<file path="src/rtl/cpu_pkg.sv">
// Shared definitions for the control unit: opcodes, FSM states,
// instruction classes and the default pass-through ALU code.
package cpu_pkg;

    localparam logic [3:0] PASS_OP_DEFAULT = 4'h0;

    localparam logic [3:0] OPC_LDI  = 4'h8;
    localparam logic [3:0] OPC_LD   = 4'h9;
    localparam logic [3:0] OPC_ST   = 4'hA;
    localparam logic [3:0] OPC_JZ   = 4'hB;
    localparam logic [3:0] OPC_JMP  = 4'hC;
    localparam logic [3:0] OPC_HALT = 4'hF;

    typedef enum logic [2:0] {
        ST_FETCH = 3'd0,
        ST_EXEC  = 3'd1,
        ST_IMM   = 3'd2,
        ST_MEMRD = 3'd3,
        ST_MEMWR = 3'd4,
        ST_HALT  = 3'd5
    } state_e;

    typedef enum logic [2:0] {
        CLS_ALU  = 3'd0,
        CLS_LDI  = 3'd1,
        CLS_LD   = 3'd2,
        CLS_ST   = 3'd3,
        CLS_JZ   = 3'd4,
        CLS_JMP  = 3'd5,
        CLS_HALT = 3'd6,
        CLS_NOP  = 3'd7
    } iclass_e;

endpackage

</file>
<file path="src/rtl/instr_decode.sv">
// Combinational instruction decoder: splits IR into fields and classifies the opcode.
module instr_decode
    import cpu_pkg::*;
#(
    parameter int unsigned ADDR_W = 8
) (
    input  logic [15:0]       ir_i,
    output logic [3:0]        opc_o,
    output logic [3:0]        d_o,
    output logic [3:0]        a_o,
    output logic [3:0]        b_o,
    output logic [ADDR_W-1:0] tgt_o,
    output iclass_e           iclass_o
);

    assign opc_o = ir_i[15:12];
    assign d_o   = ir_i[11:8];
    assign a_o   = ir_i[7:4];
    assign b_o   = ir_i[3:0];
    assign tgt_o = ir_i[ADDR_W-1:0];

    // Map opcode to instruction class; 0x0-0x7 are ALU ops, 0xD-0xE are NOPs
    always_comb begin
        iclass_o = CLS_NOP;
        if (!ir_i[15]) begin
            iclass_o = CLS_ALU;
        end else begin
            case (ir_i[15:12])
                OPC_LDI:  iclass_o = CLS_LDI;
                OPC_LD:   iclass_o = CLS_LD;
                OPC_ST:   iclass_o = CLS_ST;
                OPC_JZ:   iclass_o = CLS_JZ;
                OPC_JMP:  iclass_o = CLS_JMP;
                OPC_HALT: iclass_o = CLS_HALT;
                default:  iclass_o = CLS_NOP;
            endcase
        end
    end

endmodule

</file>
<file path="src/rtl/control_unit.sv">
// Multi-cycle control unit: fetches 16-bit instructions over a req/ack memory
// port and sequences the register-file datapath.
module control_unit
    import cpu_pkg::*;
#(
    parameter int unsigned ADDR_W  = 8,
    parameter logic [3:0]  PASS_OP = PASS_OP_DEFAULT
) (
    input  logic              clk,
    input  logic              reset,
    output logic [ADDR_W-1:0] mem_addr,
    output logic              mem_req,
    output logic              mem_we,
    output logic [15:0]       mem_wdata,
    input  logic [15:0]       mem_rdata,
    input  logic              mem_ack,
    input  logic [15:0]       A_OUT,
    input  logic [15:0]       B_OUT,
    input  logic              Z,
    output logic              data_sel,
    output logic [15:0]       const_in,
    output logic              const_sel,
    output logic              load_en,
    output logic [3:0]        dest_sel,
    output logic [3:0]        A_sel,
    output logic [3:0]        B_sel,
    output logic [3:0]        op_sel,
    output logic              halted
);

    state_e            state_q;
    logic [ADDR_W-1:0] pc_q;
    logic [15:0]       ir_q;
    logic              z_q;

    logic [3:0]        opc, fd, fa, fb;
    logic [ADDR_W-1:0] tgt;
    iclass_e           iclass;

    logic unused_a_hi;
    assign unused_a_hi = ^A_OUT[15:ADDR_W];

    instr_decode #(.ADDR_W(ADDR_W)) u_dec (
        .ir_i     (ir_q),
        .opc_o    (opc),
        .d_o      (fd),
        .a_o      (fa),
        .b_o      (fb),
        .tgt_o    (tgt),
        .iclass_o (iclass)
    );

    // FSM: state, PC, IR and zero flag; acks only matter in states that request
    always_ff @(posedge clk) begin
        if (reset) begin
            state_q <= ST_FETCH;
            pc_q    <= '0;
            ir_q    <= '0;
            z_q     <= 1'b0;
        end else begin
            case (state_q)
                ST_FETCH: begin
                    if (mem_ack) begin
                        ir_q    <= mem_rdata;
                        pc_q    <= pc_q + 1'b1;
                        state_q <= ST_EXEC;
                    end
                end
                ST_EXEC: begin
                    case (iclass)
                        CLS_ALU: begin
                            z_q     <= Z;
                            state_q <= ST_FETCH;
                        end
                        CLS_LDI:  state_q <= ST_IMM;
                        CLS_LD:   state_q <= ST_MEMRD;
                        CLS_ST:   state_q <= ST_MEMWR;
                        CLS_JZ: begin
                            if (z_q) pc_q <= tgt;
                            state_q <= ST_FETCH;
                        end
                        CLS_JMP: begin
                            pc_q    <= tgt;
                            state_q <= ST_FETCH;
                        end
                        CLS_HALT: state_q <= ST_HALT;
                        default:  state_q <= ST_FETCH;
                    endcase
                end
                ST_IMM: begin
                    if (mem_ack) begin
                        pc_q    <= pc_q + 1'b1;
                        state_q <= ST_FETCH;
                    end
                end
                ST_MEMRD, ST_MEMWR: begin
                    if (mem_ack) state_q <= ST_FETCH;
                end
                ST_HALT:  state_q <= ST_HALT;
                default:  state_q <= ST_FETCH;
            endcase
        end
    end

    // Datapath and memory controls; load_en in IMM/MEMRD is qualified by the ack
    // itself so a zero-wait ack completes in the cycle the request is raised
    always_comb begin
        mem_addr  = '0;
        mem_req   = 1'b0;
        mem_we    = 1'b0;
        mem_wdata = '0;
        data_sel  = 1'b0;
        const_in  = '0;
        const_sel = 1'b0;
        load_en   = 1'b0;
        dest_sel  = '0;
        A_sel     = '0;
        B_sel     = '0;
        op_sel    = '0;
        halted    = 1'b0;
        if (!reset) begin
            case (state_q)
                ST_FETCH: begin
                    mem_req  = 1'b1;
                    mem_addr = pc_q;
                end
                ST_EXEC: begin
                    if (iclass == CLS_ALU) begin
                        A_sel    = fa;
                        B_sel    = fb;
                        op_sel   = opc;
                        dest_sel = fd;
                        load_en  = 1'b1;
                    end
                end
                ST_IMM: begin
                    mem_req  = 1'b1;
                    mem_addr = pc_q;
                    if (mem_ack) begin
                        const_in  = mem_rdata;
                        const_sel = 1'b1;
                        op_sel    = PASS_OP;
                        dest_sel  = fd;
                        load_en   = 1'b1;
                    end
                end
                ST_MEMRD: begin
                    A_sel    = fa;
                    mem_addr = A_OUT[ADDR_W-1:0];
                    mem_req  = 1'b1;
                    if (mem_ack) begin
                        data_sel = 1'b1;
                        dest_sel = fd;
                        load_en  = 1'b1;
                    end
                end
                ST_MEMWR: begin
                    A_sel     = fa;
                    B_sel     = fb;
                    mem_addr  = A_OUT[ADDR_W-1:0];
                    mem_wdata = B_OUT;
                    mem_req   = 1'b1;
                    mem_we    = 1'b1;
                end
                ST_HALT:  halted = 1'b1;
                default: ;
            endcase
        end
    end

endmodule

</file>
<file path="config.mk">
export PLATFORM = sky130hd
export DESIGN_NAME = control_unit
export DESIGN_NICKNAME = d
export VERILOG_FILES = /design/src/rtl/cpu_pkg.sv /design/src/rtl/instr_decode.sv /design/src/rtl/control_unit.sv
export SDC_FILE = /design/constraint.sdc
export NUM_CORES = 1
export LEC_CHECK = 0
export ABC_CLOCK_PERIOD_IN_PS = 2000
export CAP_MARGIN = 10
export CORE_MARGIN = 1
export CORE_UTILIZATION = 35
export CTS_BUF_LIST = sky130_fd_sc_hd__clkbuf_4 sky130_fd_sc_hd__clkbuf_8
export DETAILED_ROUTE_END_ITERATION = 8
export PLACE_DENSITY = 0.86
export SLEW_MARGIN = 20
export SYNTH_ARGS = -nofsm -noshare
export SYNTH_HDL_FRONTEND = slang
export SYNTH_SLANG_ARGS = --single-unit
</file>
<file path="constraint.sdc">
create_clock -name clk -period 2 [get_ports clk]
set_input_delay 0.6 -clock clk [delete_from_list [all_inputs] [get_ports clk]]
set_output_delay 0.6 -clock clk [all_outputs]
set_load 0.01 [all_outputs]
</file>
# Word-level counts from Yosys, hierarchy flattened
# Cells that the tools add are included.
[word_totals]
ff_bits = 28
latch_bits = 0
mem_bits_rw = 0
romBits = 0
output_inout_bits = 62
word_cells = 83
memories = 0
[op_classes]
n_addsub = 1
multipliers = 0
div_mod_pow = 0
order_cmp = 0
n_eq_ne = 22
n_shift = 0
muxes = 44
bitwise_logic = 0
n_reduce_logical = 12
[ops]
columns = ["operator", "n"]
rows = [
  ["16-bit two-way mux", 5],
  ["8-bit one-hot mux with 2 select lines", 3],
  ["4-bit two-way mux", 10],
  ["4-bit == test (second input constant)", 6],
  ["8-bit two-way mux", 3],
  ["3-bit one-hot mux with 4 select lines", 2],
  ["4-bit one-hot mux with 2 select lines", 3],
  ["3-bit one-hot mux with 6 select lines", 1],
  ["3-bit == test (second input constant)", 5],
  ["1-bit two-way mux", 13],
  ["3-bit by 2-bit == test with 1-bit output (second input constant)", 4],
  ["3-bit two-way mux", 3],
  ["8-bit by 1-bit adder with 8-bit output (second input constant)", 1],
  ["3-bit by 1-bit == test with 1-bit output (second input constant)", 2],
  ["3-bit zero test", 2],
  ["2-bit AND reduction", 3],
  ["2-bit OR reduction", 3],
  ["2-bit by 1-bit inequality test with 1-bit output (second input constant)", 2],
  ["4-bit AND reduction", 1],
  ["4-bit OR reduction", 1],
  ["3-bit by 1-bit inequality test with 1-bit output (second input constant)", 1],
  ["3-bit inequality test (second input constant)", 1],
  ["3-bit OR reduction", 1],
  ["2-bit inequality test (second input constant)", 1],
  ["other kinds (2)", 2],
]

# Depth between registers and ports, before layout
[logic_depth]
word_depth = 7
mapped_depth = 7
depth_no_buf = 5

# Modules after synthesis
# A second synthesis with hierarchy kept.
[unflattened]
cells_unflattened = 296
hier_area_um2 = 2158.3
[modules_own_cells]
columns = ["mod", "instances", "cells_each", "area_per_inst_um2", "seq_area_each_um2"]
rows = [
  ["control_unit", 1, 265, 1938.1, 560.5],
  ["instr_decode", 1, 31, 220.2, 0.0],
]

# Least setup slack after synthesis
# OpenSTA, ideal clock, no wires.
[synth_path]
path_type = "input port to output port"
startpoint = "in reset"
endpoint = "out const_in[10]"
arrival_time_ps = 1613
setup_slack_ps = -213
cell_stages = 5
path_buffers = 1
cell_sequence = "inv_1 -> nand3_1 -> nor3_1 -> clkbuf_1 -> and2_1"
[synth_between]
elab_chain_len = 1
[synth_lines]
columns = ["element", "line_no", "source"]
rows = [
  ["from (decl)", "control_unit.sv:10", "input logic reset,"],
  ["16-bit two-way mux", "control_unit.sv:121", "if (!reset) begin"],
  ["to (decl)", "control_unit.sv:21", "output logic [15:0] const_in,"],
]
# Every way passes these cells.

# Worst setup path after layout
[layout_path]
startpoint = "reg state_q[0]"
endpoint = "out mem_wdata[14]"
[layout_between]
elab_chain_len = 3
[layout_lines]
columns = ["element", "line_no", "source"]
rows = [
  ["from (decl)", "control_unit.sv:31", "state_e state_q;"],
  ["from (signal assigned)", "control_unit.sv:56", "state_q <= ST_FETCH;"],
  ["from (signal assigned)", "control_unit.sv:66", "state_q <= ST_EXEC;"],
  ["from (signal assigned)", "control_unit.sv:73", "state_q <= ST_FETCH;"],
  ["3-bit == test", "control_unit.sv:122", "case (state_q)"],
  ["16-bit two-way mux", "control_unit.sv:122", ""],
  ["16-bit two-way mux", "control_unit.sv:121", ""],
  ["to (decl)", "control_unit.sv:14", "output logic [15:0] mem_wdata,"],
]
# Every way passes these cells.

==> run summary <==
The die outline width came out at approximately 77 um. The DRC marker count from the first detailed-route iteration is 115. In this run, distinct cell masters in the synthesized netlist total 49. The endpoint identified for the worst register-to-register timing path is pc_q[4]. The total standard cell area after synthesis came out at 0.00196 sq mm.

The count of buffers from port buffering is between 100 and 150. The layout has 367 filler cells. The placed instance count is 470. The worst clock skew came out at 0.00748 ns. Across the run, the number of max-cap violations was 0.

Of the total power, combinational logic draws 0.279. The Yosys step of the flow raised 0 warnings. The net count of the finished layout is 490. The internal reg-to-reg setup slack came out at 0.19 ns. The start point of the worst min-delay path is ir_q[10].

The hold path depth came out at 2. STA classifies the critical path endpoint as a primary output. The arrival time at the worst endpoint is roughly 1.7 ns. The portion of the post-synthesis area used by sequential elements is 0.287. The core region is 0.00524 sq mm. For this run, the detailed router's first-pass iteration total came to 4. The number of global-route vias before repair is around 2,600. TritonCTS built the clock tree. The fraction of post-synthesis cell area in the top cell type by area came out at 0.287.

The I/O pin count is 114. Yosys attributes the largest share of cell area to sky130_fd_sc_hd__dfxtp_1 (29%), sky130_fd_sc_hd__and2_1 (14%), sky130_fd_sc_hd__nand2_1 (7.7%), sky130_fd_sc_hd__a21oi_1 (6.1%), sky130_fd_sc_hd__a2bb2oi_1 (3.6%). The run finished, with violations left.

VDD sags by at most 0.281 mV. For this run, the top clock speed supported by timing is 0.438 GHz. The total routed wirelength came out at 7.89 mm.

The leakage component of the power came out at approximately 0.0018 uW. The portion of total power attributed to the clock network is 0.271. The cell type with the highest aggregate area in the netlist is sky130_fd_sc_hd__dfxtp_1. The count of nets left with antenna violations once routing finished came out at 0. The cell internal power dissipation is about 970 uW. The net switching power is 380 uW. The via total after detailed routing is between 2,000 and 3,000. Of the cells placed in the final design, the portion with a size suffix greater than 1 is 0.500. The root buffer cell chosen for the clock tree is sky130_fd_sc_hd__clkbuf_8. Of the available clock period, the critical path in the final layout requires 1.14. The share of total power dissipated in sequential elements is 0.450. For this run, the total global-route usage over all layers was measured as 0.260. The switching share of power is 0.281.

The final reports fail on setup timing. After synthesis the netlist holds a flip-flop and latch count of 28. Setup repair after global routing could not meet its margin everywhere. The number of clock sinks seen by CTS is 28. The worst setup path category is flip-flop to primary output. The initial antenna violation count was 0. The post-route minimum period is 2.28 ns. The number of antenna diodes is 0.

Setup violations remaining at the end of the flow were counted as 57. The worst hold path terminates at ir_q[10]. The number of buffers created by CTS came out at 3. The path class of the tightest hold or removal check is flip-flop to flip-flop.

The post-route non-filler standard cell count came out at roughly 510. After layout, the worst setup slack is -0.283 ns. The power per unit of standard cell area is 337 mW/mm^2. The die covers 0.00589 sq mm. At the worst endpoint, the required time is between 1 and 1.5 ns. Each instance of the synthesized netlist takes up on average 7.35 sq um. The source of the worst register-to-register timing path is state_q[0]. The vertical die dimension is 76.8 um. The hold violation total from the final report is 0. STA classifies the critical path startpoint as a flip-flop. The cell count after synthesis came out at 266.

The clock slew seen by the registers of the worst setup and hold paths came out at 0.09 ns. The largest fanout of any net on the critical path came out at 4. The HPWL reported at the end of detailed placement came out at 4.85 mm. The clock insertion delay at the later pin of the skew report is 0.28 ns. The post-synthesis net count is 319. The aggregate negative setup slack came out at -8.37 ns. The global-route wire length before repair is 12.7 mm.

Counting along the longest clock path gives a buffer depth of 2. In this run the core area contains 26 standard-cell rows. In the final routed layout, each cell accounts on average for 15.6 um. The synthesis-to-layout area growth is 105%. The initial utilization of the core area, before any placement, comes to 0.373.

The number of vias per cell after detailed routing came out at 5.24. The pin count of the biggest net entering global routing is 17. The count of unresolved DRC violations after routing is 0. The total count of max-transition violations in the final report was 0. The global placement routability congestion came out at 0.821.

The H-tree depth is 1. The path depth of the worst reg2reg path is 6. The overflow left after global routing is 0.
## through the flow
step	hold WS, ns	util	worst slack, ns	power, uW	area (sq um)
after global routing	0.494	0.766	-0.367	1400	4010
after CTS	0.455	0.718	-0.272	1320	3760
after floorplan	0.432	-	-0.0275	759	2010
after global placement	0.438	0.653	-0.907	948	3420
after detailed placement	0.442	0.653	-0.892	956	3420
final	0.457	0.766	-0.283	1350	4010
## cells in the final DEF (no fill, tap or decap), types with 3 or more instances in the layout
cell and n:
sky130_fd_sc_hd__dlygate4sd2_1 8, sky130_fd_sc_hd__mux2i_1 3, sky130_fd_sc_hd__o311a_1 3, sky130_fd_sc_hd__clkdlybuf4s50_1 33
sky130_fd_sc_hd__o21ai_0 4, sky130_fd_sc_hd__and2_1 12, sky130_fd_sc_hd__buf_12 3, sky130_fd_sc_hd__a31oi_1 5
sky130_fd_sc_hd__nor3_1 4, sky130_fd_sc_hd__a21oi_1 22, sky130_fd_sc_hd__buf_4 48, sky130_fd_sc_hd__buf_2 20
sky130_fd_sc_hd__buf_6 61, sky130_fd_sc_hd__nor2_1 15, sky130_fd_sc_hd__nand2_1 40, sky130_fd_sc_hd__and3_1 5
sky130_fd_sc_hd__nor3b_1 4, sky130_fd_sc_hd__clkdlybuf4s15_2 9, sky130_fd_sc_hd__dfxtp_1 24, sky130_fd_sc_hd__a2bb2oi_2 3
sky130_fd_sc_hd__a2bb2oi_1 5, sky130_fd_sc_hd__a22oi_2 7, sky130_fd_sc_hd__and2_4 31, sky130_fd_sc_hd__nor2b_1 3
sky130_fd_sc_hd__nand3_1 3, sky130_fd_sc_hd__clkbuf_8 4
## worst max-delay path by stage
stage,startpoint,cells past startpoint,endpoint,slack (ns)
3_5_place_dp,reset,6,mem_wdata[4],-0.89
5_1_grt,state_q[0],7,mem_wdata[14],-0.37
3_3_place_gp,reset,6,B_sel[0],-0.91
2_1_floorplan,reset,4,mem_wdata[11],-0.03
6_report,state_q[0],7,mem_wdata[14],-0.28
4_1_cts,reset,9,const_in[7],-0.27
## layout make-up
cell class | instances | area [sq um] | area share
inverters | 5 | 26.3 | 0.00655
multi-input cells | 213 | 1520 | 0.379
clock buffers | 4 | 55.1 | 0.0137
well taps | 70 | 87.6 | 0.0218
flip-flops and latches | 28 | 571 | 0.142
repair buffers | 186 | 1750 | 0.436
## critical path: stages (launching register included)
cell	delay, ns
sky130_fd_sc_hd__dfxtp_2	0.35
sky130_fd_sc_hd__buf_6	0.12
sky130_fd_sc_hd__nor4_4	0.33
sky130_fd_sc_hd__buf_4	0.20
sky130_fd_sc_hd__buf_6	0.10
sky130_fd_sc_hd__buf_6	0.09
sky130_fd_sc_hd__and2_4	0.12
sky130_fd_sc_hd__buf_6	0.09
## power groups by stage
| stage | sequential (uW) | clock, uW | combinational, uW |
|---|---|---|---|
| final | 609 | 366 | 378 |
| after global routing | 613 | 381 | 406 |
| after CTS | 607 | 360 | 354 |
| after detailed placement | 621 | 0 | 335 |
| after global placement | 619 | 0 | 329 |
| after floorplan | 613 | 0 | 146 |
## kinds of logic (layout without fill, tap and decap cells)
family / after synthesis / count (layout) / share of synthesized area
and+or+nand+nor: 139 / 139 / 0.390
AOI/OAI and AO/OA: 67 / 67 / 0.236
DFF: 28 / 28 / 0.287
buffers and inverters: 25 / 195 / 0.0544
muxes: 3 / 3 / 0.0154
xor gates and xnor gates: 2 / 2 / 0.00896
adders and majority gates: 1 / 1 / 0.00640
other: 1 / 1 / 0.00192
## synthesized netlist by cell type, drive strengths merged
cell type  number
a2bb2oi         8
o22ai           2
xor2            1
and4b           1
nor2           18
o311a           3
or3b            2
a211o           1
a22o            1
a21oi          24
ha              1
clkbuf         13
nand3b          1
nor4            2
xnor2           1
o21ai           6
nand3           4
nand2          40
nand2b          1
and3            7
conb            1
nand4b          1
a211oi          1
mux2i           3
inv             5
a21o            1
nor3            7
nand4           1
o2bb2ai         1
dfxtp          28
a31oi           5
o32ai           2
o221ai          1
nor3b           6
and2           43
nor2b           4
a32oi           1
o41a            1
and4            1
a22oi           9
buf             7
## flip-flops by register name, summed over array words and instances (netlist names)
name	flops
pc_q	8
ir_q	16
state_q	3
z_q	1
## what timing repair did
| action | CTS | global route |
|---|---|---|
| resized for setup | 327 | 60 |
| buffers inserted | 21 | 9 |
| pin swaps | 36 | 15 |
| cloned | 4 | 0 |
| hold buffers | 0 | 0 |
| endpoints found under the hold margin | 0 | 0 |
| setup endpoints to repair | 61 | 61 |
## per-layer routing
metal	vias to the layer above	track usage	wire length [um]
li1	1270	-	-
met1	1245	0.314	3190
met2	126	0.479	4010
met3	12	0.0429	558
met4	0	0.0500	123
met5	-	0	0
No activity file was read; power rests on OpenSTA's default activity.
